<file path="src/rtl/pwm_pkg.sv">
// Shared types and default widths for the multichannel PWM peripheral.
package pwm_pkg;

  localparam int DEF_NUM_CH = 16;
  localparam int DEF_CNT_W  = 8;
  localparam int DEF_PRE_W  = 8;

  typedef enum logic {
    MODE_EDGE   = 1'b0,
    MODE_CENTER = 1'b1
  } pwm_mode_e;

  typedef enum logic {
    DIR_UP   = 1'b0,
    DIR_DOWN = 1'b1
  } dir_e;

endpackage

</file>
<file path="src/rtl/pwm_timebase.sv">
// Shared prescaled timebase: edge/center counter, period shadowing and boundary pulse.
module pwm_timebase
  import pwm_pkg::*;
#(
  parameter int CNT_W = DEF_CNT_W,
  parameter int PRE_W = DEF_PRE_W
) (
  input  logic             clk,
  input  logic             rst,
  input  logic             center_mode,
  input  logic [PRE_W-1:0] prescale,
  input  logic             period_wr,
  input  logic [CNT_W-1:0] period_data,
  output logic [CNT_W-1:0] cnt,
  output logic             boundary,
  output logic             period_tick
);

  logic [PRE_W-1:0] pre_cnt, pre_next;
  logic [CNT_W-1:0] cnt_next;
  logic [CNT_W-1:0] p_stg, p_act;
  dir_e             dir, dir_next;
  pwm_mode_e        mode_act;
  logic             tick;

  always_comb begin
    tick     = (pre_cnt == prescale);
    pre_next = (pre_cnt >= prescale) ? '0 : pre_cnt + 1'b1;
    cnt_next = cnt;
    dir_next = dir;
    if (tick) begin
      if (mode_act == MODE_EDGE) begin
        cnt_next = (cnt >= p_act) ? '0 : cnt + 1'b1;
        dir_next = DIR_UP;
      end else if (dir == DIR_UP) begin
        if (cnt >= p_act) begin
          // A zero period parks the counter at 0 instead of turning round.
          if (p_act == '0) begin
            cnt_next = '0;
          end else begin
            cnt_next = p_act - 1'b1;
            dir_next = DIR_DOWN;
          end
        end else begin
          cnt_next = cnt + 1'b1;
        end
      end else begin
        cnt_next = (cnt == '0) ? '0 : cnt - 1'b1;
      end
    end
    boundary = tick && (cnt_next == '0);
    if (boundary) dir_next = DIR_UP;
  end

  always_ff @(posedge clk) begin
    if (rst) begin
      pre_cnt     <= '0;
      cnt         <= '0;
      dir         <= DIR_UP;
      p_stg       <= '0;
      p_act       <= '0;
      mode_act    <= MODE_EDGE;
      period_tick <= 1'b0;
    end else begin
      pre_cnt     <= pre_next;
      cnt         <= cnt_next;
      dir         <= dir_next;
      period_tick <= boundary;
      if (boundary) begin
        p_act    <= p_stg;
        mode_act <= pwm_mode_e'(center_mode);
      end
      if (period_wr) p_stg <= period_data;
    end
  end

endmodule

</file>
<file path="src/rtl/pwm_multichannel.sv">
// NUM_CH PWM outputs from one shared timebase with double-buffered per-channel duty.
module pwm_multichannel
  import pwm_pkg::*;
#(
  parameter int NUM_CH = DEF_NUM_CH,
  parameter int CNT_W  = DEF_CNT_W,
  parameter int PRE_W  = DEF_PRE_W,
  parameter int CH_W   = $clog2(NUM_CH)
) (
  input  logic              clk,
  input  logic              rst,
  input  logic [NUM_CH-1:0] en_out,
  input  logic [NUM_CH-1:0] en_pwm,
  input  logic              center_mode,
  input  logic [PRE_W-1:0]  prescale,
  input  logic              period_wr,
  input  logic [CNT_W-1:0]  period_data,
  input  logic              duty_wr,
  input  logic [CH_W-1:0]   duty_ch,
  input  logic [CNT_W-1:0]  duty_data,
  output logic [NUM_CH-1:0] out,
  output logic              period_tick
);

  logic [CNT_W-1:0] cnt;
  logic             boundary;

  pwm_timebase #(
    .CNT_W(CNT_W),
    .PRE_W(PRE_W)
  ) u_timebase (
    .clk        (clk),
    .rst        (rst),
    .center_mode(center_mode),
    .prescale   (prescale),
    .period_wr  (period_wr),
    .period_data(period_data),
    .cnt        (cnt),
    .boundary   (boundary),
    .period_tick(period_tick)
  );

  // Channel selects beyond NUM_CH match no slice, so such writes are dropped.
  for (genvar g = 0; g < NUM_CH; g++) begin : g_ch
    logic [CNT_W-1:0] duty_stg, duty_act;
    logic             out_q;

    always_ff @(posedge clk) begin
      if (rst) begin
        duty_stg <= '0;
        duty_act <= '0;
        out_q    <= 1'b0;
      end else begin
        if (duty_wr && (duty_ch == CH_W'(g))) duty_stg <= duty_data;
        if (boundary) duty_act <= duty_stg;
        out_q <= en_out[g] & (~en_pwm[g] | (cnt < duty_act));
      end
    end

    assign out[g] = out_q;
  end

endmodule

</file>
<file path="config.mk">
export PLATFORM = sky130hd
export DESIGN_NAME = pwm_multichannel
export DESIGN_NICKNAME = d
export VERILOG_FILES = /design/src/rtl/pwm_pkg.sv /design/src/rtl/pwm_timebase.sv /design/src/rtl/pwm_multichannel.sv
export SDC_FILE = /design/constraint.sdc
export NUM_CORES = 1
export LEC_CHECK = 0
export CAP_MARGIN = 20
export CELL_PAD_IN_SITES_DETAIL_PLACEMENT = 1
export CELL_PAD_IN_SITES_GLOBAL_PLACEMENT = 2
export CORE_MARGIN = 5
export CORE_UTILIZATION = 42
export DETAILED_ROUTE_END_ITERATION = 8
export PLACE_DENSITY = 0.9
export SYNTH_ARGS = -nofsm -noshare
export SYNTH_HDL_FRONTEND = slang
export SYNTH_SLANG_ARGS = --single-unit
</file>
<file path="constraint.sdc">
create_clock -name clk -period 8.5 [get_ports clk]
set_clock_uncertainty 0.1 [all_clocks]
set_input_delay 1.275 -clock clk [delete_from_list [all_inputs] [get_ports clk]]
set_output_delay 1.275 -clock clk [all_outputs]
set_load 0.01 [all_outputs]
</file>
# == Yosys cells after proc, flatten, opt, wreduce, memory -nomap -nowiden ==
# Cells that the tools add are included.
# classes
addsub,4
order_cmp,18
eq_ne,16
n_mux,11
n_bitwise,48
reduce_logical,23
# op_table
cell,count
8-bit less-than comparator,16
8-bit 2-to-1 mux,7
4-bit equality test (second input constant),8
8-bit zero test,3
1-bit logical AND,17
8-bit by 1-bit adder with 8-bit output (second input constant),2
1-bit AND,16
4-bit by 3-bit equality test with 1-bit output (second input constant),4
8-bit >= comparator,2
1-bit NOT,16
1-bit bitwise OR,16
8-bit by 1-bit subtractor with 8-bit output (second input constant),2
4-bit by 2-bit equality test with 1-bit output (second input constant),2
8-bit equality test,1
4-bit by 1-bit equality test with 1-bit output (second input constant),1
4-bit zero test,1
1-bit 2-to-1 mux,4
2-bit OR reduction,2
# totals
reg_bits,307
in_bits,65
output_inout_bits,17
word_cells,175

# == Longest topological paths before layout ==
# depth
ltp_word,9
mapped_depth,14
ltp_nobuf,10

# == Cells and area by module ==
# From an unflattened synthesis, not the netlist that was laid out.
# hier_totals
cells_unflattened,1599
hier_area_um2,14880.5
# modules_own_cells
mod,n_inst,cells_per_inst,area_per_inst_um2
pwm_multichannel,1,1308,12434.4
pwm_timebase,1,291,2446.1

# == Least setup slack after synthesis ==
# No wires, ideal clock.
# synth_path
path_type,input -> register
startpoint,input port prescale[7]
endpoint,register g_ch[0].duty_act[0]
t_arrival_ns,3.665
t_required_ns,8.328
path_slack_ns,4.664
path_stages,13
path_cell_list,inv_1 -> ha_1 -> nand4_1 -> or2_2 -> clkbuf_1 -> o21ai_0 -> a32oi_1 -> or4b_1 -> nor3b_1 -> buf_4 -> buf_12 -> buf_12 -> mux2i_1
# synth_via
elab_chain_len,4
# synth_lines
element,line_no,text
from (decl),pwm_multichannel.sv:15,"input logic [PRE_W-1:0] prescale,"
8-bit equality test *,pwm_timebase.sv:27,tick = (pre_cnt == prescale);
8-bit 2-to-1 mux,pwm_timebase.sv:31,if (tick) begin
8-bit zero test,pwm_timebase.sv:51,boundary = tick && (cnt_next == '0);
1-bit logical AND *,pwm_timebase.sv:51,
to (signal assigned),pwm_multichannel.sv:55,if (boundary) duty_act <= duty_stg;
to (decl),pwm_multichannel.sv:45,"logic [CNT_W-1:0] duty_stg, duty_act;"
# Mark *: on every way between the ends. The rest lies on a longest branch, timed or not.
# A chain may end at the register's enable or synchronous reset.

# == Final worst setup path ==
# layout_path
startpoint,register u_timebase.cnt[2]
endpoint,register g_ch[9].duty_act[6]
# layout_via
elab_chain_len,7
# layout_lines
element,line_no,text
from (decl),pwm_timebase.sv:14,"output logic [CNT_W-1:0] cnt,"
from (signal assigned),pwm_timebase.sv:66,cnt <= cnt_next;
8-bit by 1-bit adder with 8-bit output (tied with other cells),"pwm_timebase.sv:33, pwm_timebase.sv:45",
"8-bit 2-to-1 mux, on equally long branches","pwm_timebase.sv:36, pwm_timebase.sv:48",
8-bit 2-to-1 mux,pwm_timebase.sv:35,end else if (dir == DIR_UP) begin
8-bit 2-to-1 mux,pwm_timebase.sv:32,if (mode_act == MODE_EDGE) begin
8-bit 2-to-1 mux *,pwm_timebase.sv:31,
8-bit zero test *,pwm_timebase.sv:51,
1-bit logical AND *,pwm_timebase.sv:51,
to (signal assigned),pwm_multichannel.sv:55,
to (decl),pwm_multichannel.sv:45,
# Marks and branches as above.

==> metrics.cfg <==
[cells_and_area]
layout.filler_cells = 4459
fin_util_pct = 47.5
num_antenna_cells = 0
syn_to_final_growth_pct = 12.3
layout-drive-gt1-share_pct = 3.65
design.final.nets = 1993
finalNonFillerCells = 2328

[timing]
setup-violations-final = 0
setup-tns-final_ns = 0
slew_violations = 0
timing.final.ws_setup_ns = 3.37
rsz0062_at_grt = false
clock.fmax_mhz = 195
timing.final.crit_share_pct = 60.3
post-route-min-period_ns = 5.13
worst_slew_margin_rel_pct = 24.1
report.final.hold_viol_count = 0
timing_worst_slew_pin_value_ns = 1.14

[power_and_ir_drop]
seqPwrFrac_pct = 47.6
power_switching_share_pct = 22.5
p_clk_share_pct = 46.7
pwr-share-comb_pct = 5.7
total_switching_power_mw = 0.691
static_leakage_nw = 6.96
irDropWorstVdd_mv = 0.109
intPower_mw = 2.38
power_per_cell_area_nw_per_um2 = 168

[cts]
insertion_delay_ns = 0.52
cts.path.max_buffers = 3
post_cts_hold_buffer_count = 0
cts-buffers-inserted = 37
tritoncts_clock_tree = built
root_buf_cell = sky130_fd_sc_hd__clkbuf_16
path_clk_slew_ns = 0.06
post-cts-setup-buffer-count = 0
ctsResizeCount = 0
htree_num_levels = 2
cts.sinks = 307

[global_route]
grt.overflow.total = 0
track_usage_pct = 17.9
vias_in_the_first_global_route = 12352
grt_start_max_net_pins = 258
initial_antenna_violation_count = 0
wire_length_of_the_first_global_routing_pass_um = 62900

[placement]
place_inst = 2271
detailed_place_hpwl_um = 23600
pre_cts_ws_ns = 3.14
placement.io_buffers = 81
gp_routability_congestion = 0.804

[run]
cap_violations = 0

[die]
die_width_um = 207
area_inside_the_core_boundary_sq_um = 38600
dieArea_sq_um = 42800
initial_core_util_pct = 42.3
die_h_um = 207
io_pins = 82
std_cell_rows = 72

[outcome]
run_status = completed

[synth]
synth_cell_types = 47
synthesis.area_sq_um = 16300
ys_seq_elements = 307
ys_seq_area_share_pct = 37.7
synthesis.nets = 1965
post_synth_inst_count = 1766
synth_top_flop_cell = sky130_fd_sc_hd__dfxtp_1
syn_avg_cell_area_sq_um = 9.22
yosysWarningCount = 0
synth_edf_count = 0
asyncSetResetFlopFracSynth_pct = 0

[critical_path]
crit_path_frequent_cell = sky130_fd_sc_hd__mux2i_1
worst_setup_path_end_kind = flop
path_cells = ha_1 -> a211oi_1 -> o21ai_0 -> a21oi_1 -> mux2i_1 -> a32oi_1 -> or4b_1 -> nor3b_2 -> buf_12 -> mux2i_1
crit_path_max_incr_delay_ns = 0.88
worst-endpoint-required_ns = 8.83
crit_path_max_fanout = 139
worstPathArrival_ns = 5.46
worstSetupPathType = flop to flop
cp-start-kind = flop
critPathSlowestCell = sky130_fd_sc_hd__dfxtp_2

[route]
vias_per_cell = 4.99
antenna_violating_nets_post_route = 0
detail_route.wl_per_cell_um = 16.3
drt_first_pass_iters = 4
dr_total_vias = 11619
drt-total-wl_um = 37900
drt_first_iter_violations = 385
route.detailed.drc = 0

[worst_hold_path]
min-delay-path-class = flop to flop

## stage by stage
step                      instance area, sq um  hold WS [ns]  total power, mW
final                                    18300         0.368             3.07
after global routing                     18300         0.391             3.20
after CTS                                18300         0.363             3.13
after detailed placement                 17200         0.366             1.67
after global placement                   17200         0.355             1.67
after floorplan                          16300         0.348             1.60
## flip-flops by register name, summed over array words and instances (netlist names)
name                    flops
u_timebase.dir              1
g_ch.duty_stg             128
g_ch.duty_act             128
u_timebase.p_stg            8
u_timebase.period_tick      1
g_ch.out_q                 16
u_timebase.cnt              8
u_timebase.mode_act         1
u_timebase.pre_cnt          8
u_timebase.p_act            8
## kinds of logic (layout without fill, tap and decap cells)
group | after synthesis | in the layout | share of synthesized area, %
buffers and inverters | 269 | 313 | 7.85
xor gates and xnor gates | 16 | 16 | 0.860
muxes | 278 | 278 | 17.1
and+or+nand+nor | 605 | 605 | 19.7
DFF | 307 | 307 | 37.7
AOI/OAI and AO/OA | 157 | 157 | 6.51
adders and majority gates | 134 | 134 | 10.3
## power by group through the flow
stage          Clock, mW  Sequential, mW  Combinational, mW
2_1_floorplan          0            1.49              0.109
3_3_place_gp           0            1.49              0.171
3_5_place_dp           0            1.49              0.177
4_1_cts             1.48            1.46              0.178
5_1_grt             1.54            1.46              0.193
6_report            1.43            1.46              0.175
## synthesized netlist by cell type, types with 2 or more instances
cell	number	area (sq um)
sky130_fd_sc_hd__nor4b_1	4	35.0
sky130_fd_sc_hd__dfxtp_1	307	6150
sky130_fd_sc_hd__a21o_1	67	503
sky130_fd_sc_hd__nand3_1	11	55.1
sky130_fd_sc_hd__o31ai_1	3	22.5
sky130_fd_sc_hd__buf_12	11	220
sky130_fd_sc_hd__xnor2_1	9	78.8
sky130_fd_sc_hd__a21oi_1	26	130
sky130_fd_sc_hd__nor2b_1	23	144
sky130_fd_sc_hd__and3_1	3	18.8
sky130_fd_sc_hd__mux2i_1	278	2780
sky130_fd_sc_hd__and2_1	2	12.5
sky130_fd_sc_hd__nor2_1	206	773
sky130_fd_sc_hd__nor3b_1	4	30.0
sky130_fd_sc_hd__nor4_1	3	18.8
sky130_fd_sc_hd__xor2_1	7	61.3
sky130_fd_sc_hd__inv_1	166	623
sky130_fd_sc_hd__clkbuf_1	66	248
sky130_fd_sc_hd__nand2b_1	292	1830
sky130_fd_sc_hd__o21ai_0	31	155
sky130_fd_sc_hd__nand4_1	5	31.3
sky130_fd_sc_hd__a31oi_1	2	12.5
sky130_fd_sc_hd__o211ai_1	16	120
sky130_fd_sc_hd__or3_1	4	25.0
sky130_fd_sc_hd__buf_1	5	18.8
sky130_fd_sc_hd__buf_4	19	143
sky130_fd_sc_hd__nand2_1	34	128
sky130_fd_sc_hd__a211oi_1	4	30.0
sky130_fd_sc_hd__ha_1	134	1680
sky130_fd_sc_hd__nor3_1	4	20.0
sky130_fd_sc_hd__nand3b_1	4	30.0
## worst max-delay path: cells and delay by family, from the launching register on
kind / cells / cell delay [ns]
mux: 2 / 0.61
compound gates: 4 / 1.32
fa+ha+maj: 1 / 0.37
simple gates: 2 / 0.84
buf+inv: 1 / 0.69
flops: 1 / 0.88
## final timing paths
path	startpoint	end	slack (ns)	cells after the start
setup / recovery	u_timebase.cnt[2]	g_ch[9].duty_act[6]	3.37	10
hold / removal	g_ch[10].duty_stg[5]	g_ch[10].duty_act[5]	0.37	2
setup reg to reg	u_timebase.cnt[2]	g_ch[9].duty_act[6]	3.37	10
hold reg to reg	g_ch[10].duty_stg[5]	g_ch[10].duty_act[5]	0.37	2
## layout by cell type, fill, tap and decap left out, types with 9 or more instances in the layout
master and count:
sky130_fd_sc_hd__o211ai_1 16, sky130_fd_sc_hd__nand2_1 34, sky130_fd_sc_hd__clkbuf_1 9, sky130_fd_sc_hd__clkbuf_16 37
sky130_fd_sc_hd__ha_1 134, sky130_fd_sc_hd__nand2b_1 292, sky130_fd_sc_hd__nor2_1 206, sky130_fd_sc_hd__xnor2_1 9
sky130_fd_sc_hd__mux2i_1 278, sky130_fd_sc_hd__a21oi_1 26, sky130_fd_sc_hd__nor2b_1 23, sky130_fd_sc_hd__a21o_1 67
sky130_fd_sc_hd__nand3_1 11, sky130_fd_sc_hd__clkdlybuf4s50_1 80, sky130_fd_sc_hd__inv_1 166, sky130_fd_sc_hd__dfxtp_1 305
sky130_fd_sc_hd__o21ai_0 31
## final cells by class
cell class	count	area, sq um	share of cell area [%]
Clock buffer	48	987	5.40
Clock inverter	7	67.6	0.369
Inverter	166	623	3.41
Multi-Input combinational cell	1190	8870	48.5
Sequential cell	307	6150	33.6
Tap cell	518	648	3.54
Timing Repair Buffer	92	951	5.20
## routing by layer
| layer | vias to the layer above | wire (um) | part of all wire, % | GRT usage [%] |
|---|---|---|---|---|
| li1 | 5808 | - | - | - |
| met1 | 5659 | 17700 | 47 | 23.0 |
| met2 | 105 | 18700 | 49 | 32.4 |
| met3 | 47 | 967 | 2.6 | 2.36 |
| met4 | 0 | 602 | 1.6 | 3.68 |
| met5 | - | 0 | 0 | 0 |
(Power assumes the default switching activity.)
